**config.mk**
```make
export PLATFORM = sky130hd
export DESIGN_NAME = ctrl_decode_pipe
export DESIGN_NICKNAME = d
export VERILOG_FILES = /design/src/rtl/ctrl_decode_pipe.sv
export SDC_FILE = /design/constraint.sdc
export NUM_CORES = 1
export LEC_CHECK = 0
export CAP_MARGIN = 10
export CORE_MARGIN = 3
export CORE_UTILIZATION = 36
export CTS_BUF_LIST = sky130_fd_sc_hd__clkbuf_16
export CTS_CLUSTER_SIZE = 14
export DETAILED_ROUTE_END_ITERATION = 6
export PLACE_DENSITY = 0.76
export SKIP_LAST_GASP = 1
export SYNTH_ARGS = -nofsm -noshare
export SYNTH_HDL_FRONTEND = slang
export SYNTH_SLANG_ARGS = --single-unit
```
**constraint.sdc**
```tcl
create_clock -name clk -period 2.1 [get_ports clk]
set_clock_uncertainty 0.1 [all_clocks]
set_input_delay 0.63 -clock clk [delete_from_list [all_inputs] [get_ports clk]]
set_output_delay 0.63 -clock clk [all_outputs]
set_load 0.1 [all_outputs]
```
**src/rtl/ctrl_decode_pipe.sv**
```systemverilog
// Control decoder for the pipelined RV32 subset core: main + ALU decode in D,
// with control bits carried through E/M/W pipeline registers to their consumers.
module ctrl_decode_pipe (
  input  logic       clk,
  input  logic       reset,
  input  logic [6:0] opcode,
  input  logic [2:0] funct3,
  input  logic [6:0] funct7,
  output logic       RegWrite,
  output logic       MemWrite,
  output logic       LoadD,
  output logic       ByteD,
  output logic       ALUSrcE,
  output logic       ByteW,
  output logic       MemtoRegW,
  output logic [2:0] ALUControl
);

  localparam logic [6:0] OP_R     = 7'b0110011;
  localparam logic [6:0] OP_IALU  = 7'b0010011;
  localparam logic [6:0] OP_LOAD  = 7'b0000011;
  localparam logic [6:0] OP_STORE = 7'b0100011;

  localparam logic [2:0] F3_BYTE = 3'b000;
  localparam logic [2:0] F3_WORD = 3'b010;

  localparam logic [6:0] F7_ADD = 7'b0000000;
  localparam logic [6:0] F7_SUB = 7'b0100000;
  localparam logic [6:0] F7_MUL = 7'b0000001;

  localparam logic [1:0] ALUOP_ADD  = 2'b00;
  localparam logic [1:0] ALUOP_SUB  = 2'b01;
  localparam logic [1:0] ALUOP_RTYP = 2'b10;
  localparam logic [1:0] ALUOP_IALU = 2'b11;

  localparam logic [2:0] ALU_ADD = 3'b000;
  localparam logic [2:0] ALU_SUB = 3'b001;
  localparam logic [2:0] ALU_MUL = 3'b010;

  logic       w_reg_write_d;
  logic       w_mem_write_d;
  logic       w_alu_src_d;
  logic       w_memtoreg_d;
  logic       w_load_d;
  logic       w_byte_d;
  logic [1:0] w_aluop_d;
  logic [2:0] w_alu_ctrl_d;
  logic       w_mem_f3_ok;

  logic       r_reg_write_e;
  logic       r_mem_write_e;
  logic       r_alu_src_e;
  logic       r_memtoreg_e;
  logic       r_byte_e;
  logic [2:0] r_alu_ctrl_e;

  logic       r_reg_write_m;
  logic       r_mem_write_m;
  logic       r_memtoreg_m;
  logic       r_byte_m;

  logic       r_reg_write_w;
  logic       r_memtoreg_w;
  logic       r_byte_w;

  // Only LB/LW/SB/SW are legal memory widths; anything else decodes as a bubble.
  assign w_mem_f3_ok = (funct3 == F3_BYTE) || (funct3 == F3_WORD);

  always_comb begin
    w_reg_write_d = 1'b0;
    w_mem_write_d = 1'b0;
    w_alu_src_d   = 1'b0;
    w_memtoreg_d  = 1'b0;
    w_load_d      = 1'b0;
    w_byte_d      = 1'b0;
    w_aluop_d     = ALUOP_ADD;
    unique case (opcode)
      OP_R: begin
        w_reg_write_d = 1'b1;
        w_aluop_d     = ALUOP_RTYP;
      end
      OP_IALU: begin
        w_reg_write_d = 1'b1;
        w_alu_src_d   = 1'b1;
        w_aluop_d     = ALUOP_IALU;
      end
      OP_LOAD: begin
        if (w_mem_f3_ok) begin
          w_reg_write_d = 1'b1;
          w_alu_src_d   = 1'b1;
          w_memtoreg_d  = 1'b1;
          w_load_d      = 1'b1;
          w_byte_d      = (funct3 == F3_BYTE);
        end
      end
      OP_STORE: begin
        if (w_mem_f3_ok) begin
          w_mem_write_d = 1'b1;
          w_alu_src_d   = 1'b1;
          w_byte_d      = (funct3 == F3_BYTE);
        end
      end
      default: ;
    endcase
  end

  always_comb begin
    w_alu_ctrl_d = ALU_ADD;
    unique case (w_aluop_d)
      ALUOP_ADD:  w_alu_ctrl_d = ALU_ADD;
      ALUOP_SUB:  w_alu_ctrl_d = ALU_SUB;
      ALUOP_IALU: w_alu_ctrl_d = ALU_ADD;
      ALUOP_RTYP: begin
        unique case (funct7)
          F7_ADD:  w_alu_ctrl_d = ALU_ADD;
          F7_SUB:  w_alu_ctrl_d = ALU_SUB;
          F7_MUL:  w_alu_ctrl_d = ALU_MUL;
          default: w_alu_ctrl_d = ALU_ADD;
        endcase
      end
      default: w_alu_ctrl_d = ALU_ADD;
    endcase
  end

  always_ff @(posedge clk) begin
    if (!reset) begin
      r_reg_write_e <= 1'b0;
      r_mem_write_e <= 1'b0;
      r_alu_src_e   <= 1'b0;
      r_memtoreg_e  <= 1'b0;
      r_byte_e      <= 1'b0;
      r_alu_ctrl_e  <= ALU_ADD;
    end else begin
      r_reg_write_e <= w_reg_write_d;
      r_mem_write_e <= w_mem_write_d;
      r_alu_src_e   <= w_alu_src_d;
      r_memtoreg_e  <= w_memtoreg_d;
      r_byte_e      <= w_byte_d;
      r_alu_ctrl_e  <= w_alu_ctrl_d;
    end
  end

  always_ff @(posedge clk) begin
    if (!reset) begin
      r_reg_write_m <= 1'b0;
      r_mem_write_m <= 1'b0;
      r_memtoreg_m  <= 1'b0;
      r_byte_m      <= 1'b0;
    end else begin
      r_reg_write_m <= r_reg_write_e;
      r_mem_write_m <= r_mem_write_e;
      r_memtoreg_m  <= r_memtoreg_e;
      r_byte_m      <= r_byte_e;
    end
  end

  always_ff @(posedge clk) begin
    if (!reset) begin
      r_reg_write_w <= 1'b0;
      r_memtoreg_w  <= 1'b0;
      r_byte_w      <= 1'b0;
    end else begin
      r_reg_write_w <= r_reg_write_m;
      r_memtoreg_w  <= r_memtoreg_m;
      r_byte_w      <= r_byte_m;
    end
  end

  // D-stage hazard hints are purely combinational and ignore reset.
  assign LoadD      = w_load_d;
  assign ByteD      = w_byte_d;
  assign ALUSrcE    = r_alu_src_e;
  assign ALUControl = r_alu_ctrl_e;
  assign MemWrite   = r_mem_write_m;
  assign RegWrite   = r_reg_write_w;
  assign MemtoRegW  = r_memtoreg_w;
  assign ByteW      = r_byte_w;

endmodule

```
==> impl_metrics.ini <==
[route]
antenna_left = 0
via_count = 461
first_iter_violations = 0
dr.pass1.iters = 1
post_drt_wl_per_cell_um = 11.63
viasPerCell = 4.704
finalWirelength_um = 1140
drc = 0

[sta]
hold_viol = 0
slew_viol_final = 0
finalCriticalPeriod_ps = 2391
setup_viol = 2
rsz0062_at_grt = yes
post-route-period-util = 1.139
max_freq_mhz = 418.2
finalWorstSetupSlack_ps = -291.2

[floorplan]
ios = 29
die_h_um = 44.30
initial_core_util = 0.3959
core_area_um2 = 1334
dieWidth_um = 44.30
die_area_um2 = 1962
fp-row-count = 13

[power_and_ir_drop]
p_total_w = 0.0006901
switchingPower_w = 0.0001307
switching_share = 0.1894
combPwrFrac = 0.105
internal-power_w = 0.0005594
p_clk_frac = 0.507
p_leak_nw = 0.4356
ir_worst_vdd_mv = 0.2859
seqPwrFrac = 0.387
powerDensity_nw_per_um2 = 654.2

[synthesis]
synth.yosys.seq_area_share = 0.5308
yosysTopAreaCellShare = 0.5308
syn_area_per_cell_um2 = 11.48
synth_seq_cells = 14
synth_cells = 46
synthesis.nets = 65
yosysTopAreaCell = dfxtp_1
synth.cell_area_um2 = 528.0
synth_cell_types = 19
ys_top_cells_by_area = dfxtp_1, and2_1, nor3_2
yosys_warnings = 0

[clock_network]
cts_hold_buf = 0
root_buffer = clkbuf_16
clock_latency_ps = 240
cts_buffers = 3
cts_buffer_depth = 2
clock-sinks = 14
cts_tree = yes
clk_pin_slew_worst_paths_ps = 40
htreeDepth = 1

[global_routing]
grt_first_pass_wirelength_um = 2118
grt_pass1_vias = 481
antenna_found_initial = 0
gr-total-overflow = 0
grt_start_max_net_pins = 11
track_usage = 0.1538

[final_layout]
antenna_cells = 0
area_delta_synth_final_pct = 99.76
drive_gt1_frac = 0.4096
largest_register_ff_count = 2
finalNetCount = 103
stdcell_count = 98

[placement]
dpl.hpwl_um = 888.9
dp_cells = 93
port_buffers = 27
gp_congestion = 0.7564
post-place-ws_ps = -739.0

[critical_path]
worstPathArrival_ps = 1660
required_ps = 1370
crit_path_end_kind = output pin
worst-path-max-fanout = 3
path_class = primary input to output pin
critPathLaunchType = primary input

[hold_path]
hold_path_class = flip-flop to flip-flop

[run_status]
violations = setup timing
outcome = finished, violations left

[job]
drv_cap = 0
## what timing repair did
item | CTS | global route
setup endpoints to repair | 2 | 2
resized for setup | 18 | 3
buffers inserted | 1 | 0
pin swaps | 4 | 4
## power by group through the flow
stage / logic [W] / registers [W] / clock network (W)
2_1_floorplan: 0.0000251 / 0.000273 / 0
3_3_place_gp: 0.0000726 / 0.000272 / 0
3_5_place_dp: 0.0000741 / 0.000272 / 0
4_1_cts: 0.0000729 / 0.000267 / 0.000358
5_1_grt: 0.0000783 / 0.000267 / 0.000367
6_report: 0.0000727 / 0.000267 / 0.000350
## through the flow
stage	setup TNS (ps)	hold WS, ps	utilization	cell area [um^2]
finish	-579.2	327.9	0.7908	1055
global route	-648.1	357.4	0.7908	1055
CTS	-686.3	329.1	0.7824	1044
detailed placement	-2351	320.2	0.7205	960.9
global placement	-2203	313.3	0.7205	960.9
floorplan	-1373	311.9	-	540.5
## synth_stat cells
library cell / n
nand2_1: 1
dfxtp_1: 14
or3b_2: 1
clkbuf_1: 2
or3_1: 2
buf_6: 1
nor3_2: 3
and2_1: 7
conb_1: 1
or4b_1: 1
a2111oi_2: 1
buf_4: 1
nor4_2: 2
or4_1: 1
nand4bb_1: 1
inv_1: 2
nand4b_1: 2
nor4_1: 2
a211oi_2: 1
## layer usage
| layer | share of wire | routed length (um) | vias to the layer above | GRT usage |
|---|---|---|---|---|
| li1 | - | - | 234 | - |
| met3 | 0.062 | 71 | 2 | 0.04472 |
| met5 | 0 | 0 | - | 0 |
| met2 | 0.54 | 620 | 17 | 0.2616 |
| met1 | 0.38 | 436 | 208 | 0.1554 |
| met4 | 0.0096 | 11 | 0 | 0.1205 |
## final timing paths
path / endpoint / slack (ps) / cells past startpoint / from
worst max-delay path: LoadD / -290 / 4 / opcode[6]
worst min-delay path: r_memtoreg_m / 330 / 1 / r_memtoreg_e
worst max register to register: r_byte_m / 1450 / 1 / r_byte_e
worst min register to register: r_memtoreg_m / 330 / 1 / r_memtoreg_e
## worst max-delay path, cell delays in order
cell and delay (ps):
buf_6 90, or4_4 570, nor3_4 170, buf_12 200
## placed cells by master, fill, tap and decap left out
cell | Yosys | layout
dfxtp_1 | 14 | 14
clkdlybuf4s50_1 | 0 | 10
buf_12 | 0 | 9
buf_4 | 1 | 9
and2_1 | 7 | 7
clkbuf_16 | 0 | 3
buf_6 | 1 | 3
nor3_4 | 0 | 2
or3_1 | 2 | 2
nand4b_1 | 2 | 2
nor4_1 | 2 | 2
inv_1 | 2 | 2
nor4_2 | 2 | 2
dlymetal6s2s_1 | 0 | 2
dlygate4sd2_1 | 0 | 2
nand4bb_1 | 1 | 1
or4_4 | 0 | 1
or4b_1 | 1 | 1
a2111oi_2 | 1 | 1
nand2_1 | 1 | 1
nor3_2 | 3 | 1
or3b_2 | 1 | 1
a211oi_2 | 1 | 1
conb_1 | 1 | 1
clkinv_1 | 0 | 1
clkdlybuf4s15_1 | 0 | 1
buf_2 | 0 | 1
## logic make-up after synthesis
family / Yosys count / synth area share
and+or+nand+nor: 23 / 0.3460
DFF: 14 / 0.5308
buffers and inverters: 6 / 0.06400
AOI/OAI and AO/OA: 2 / 0.05212
other: 1 / 0.007102
## area by class of cell
type,count,area (um^2)
multi-input combinational,26,230.2
fill,79,279.0
clock inverter,1,3.754
clock buffer,3,75.07
inverter,2,7.507
timing repair buffer,37,439.2
tap,15,18.77
sequential,14,280.3
(Power assumes the default switching activity.)
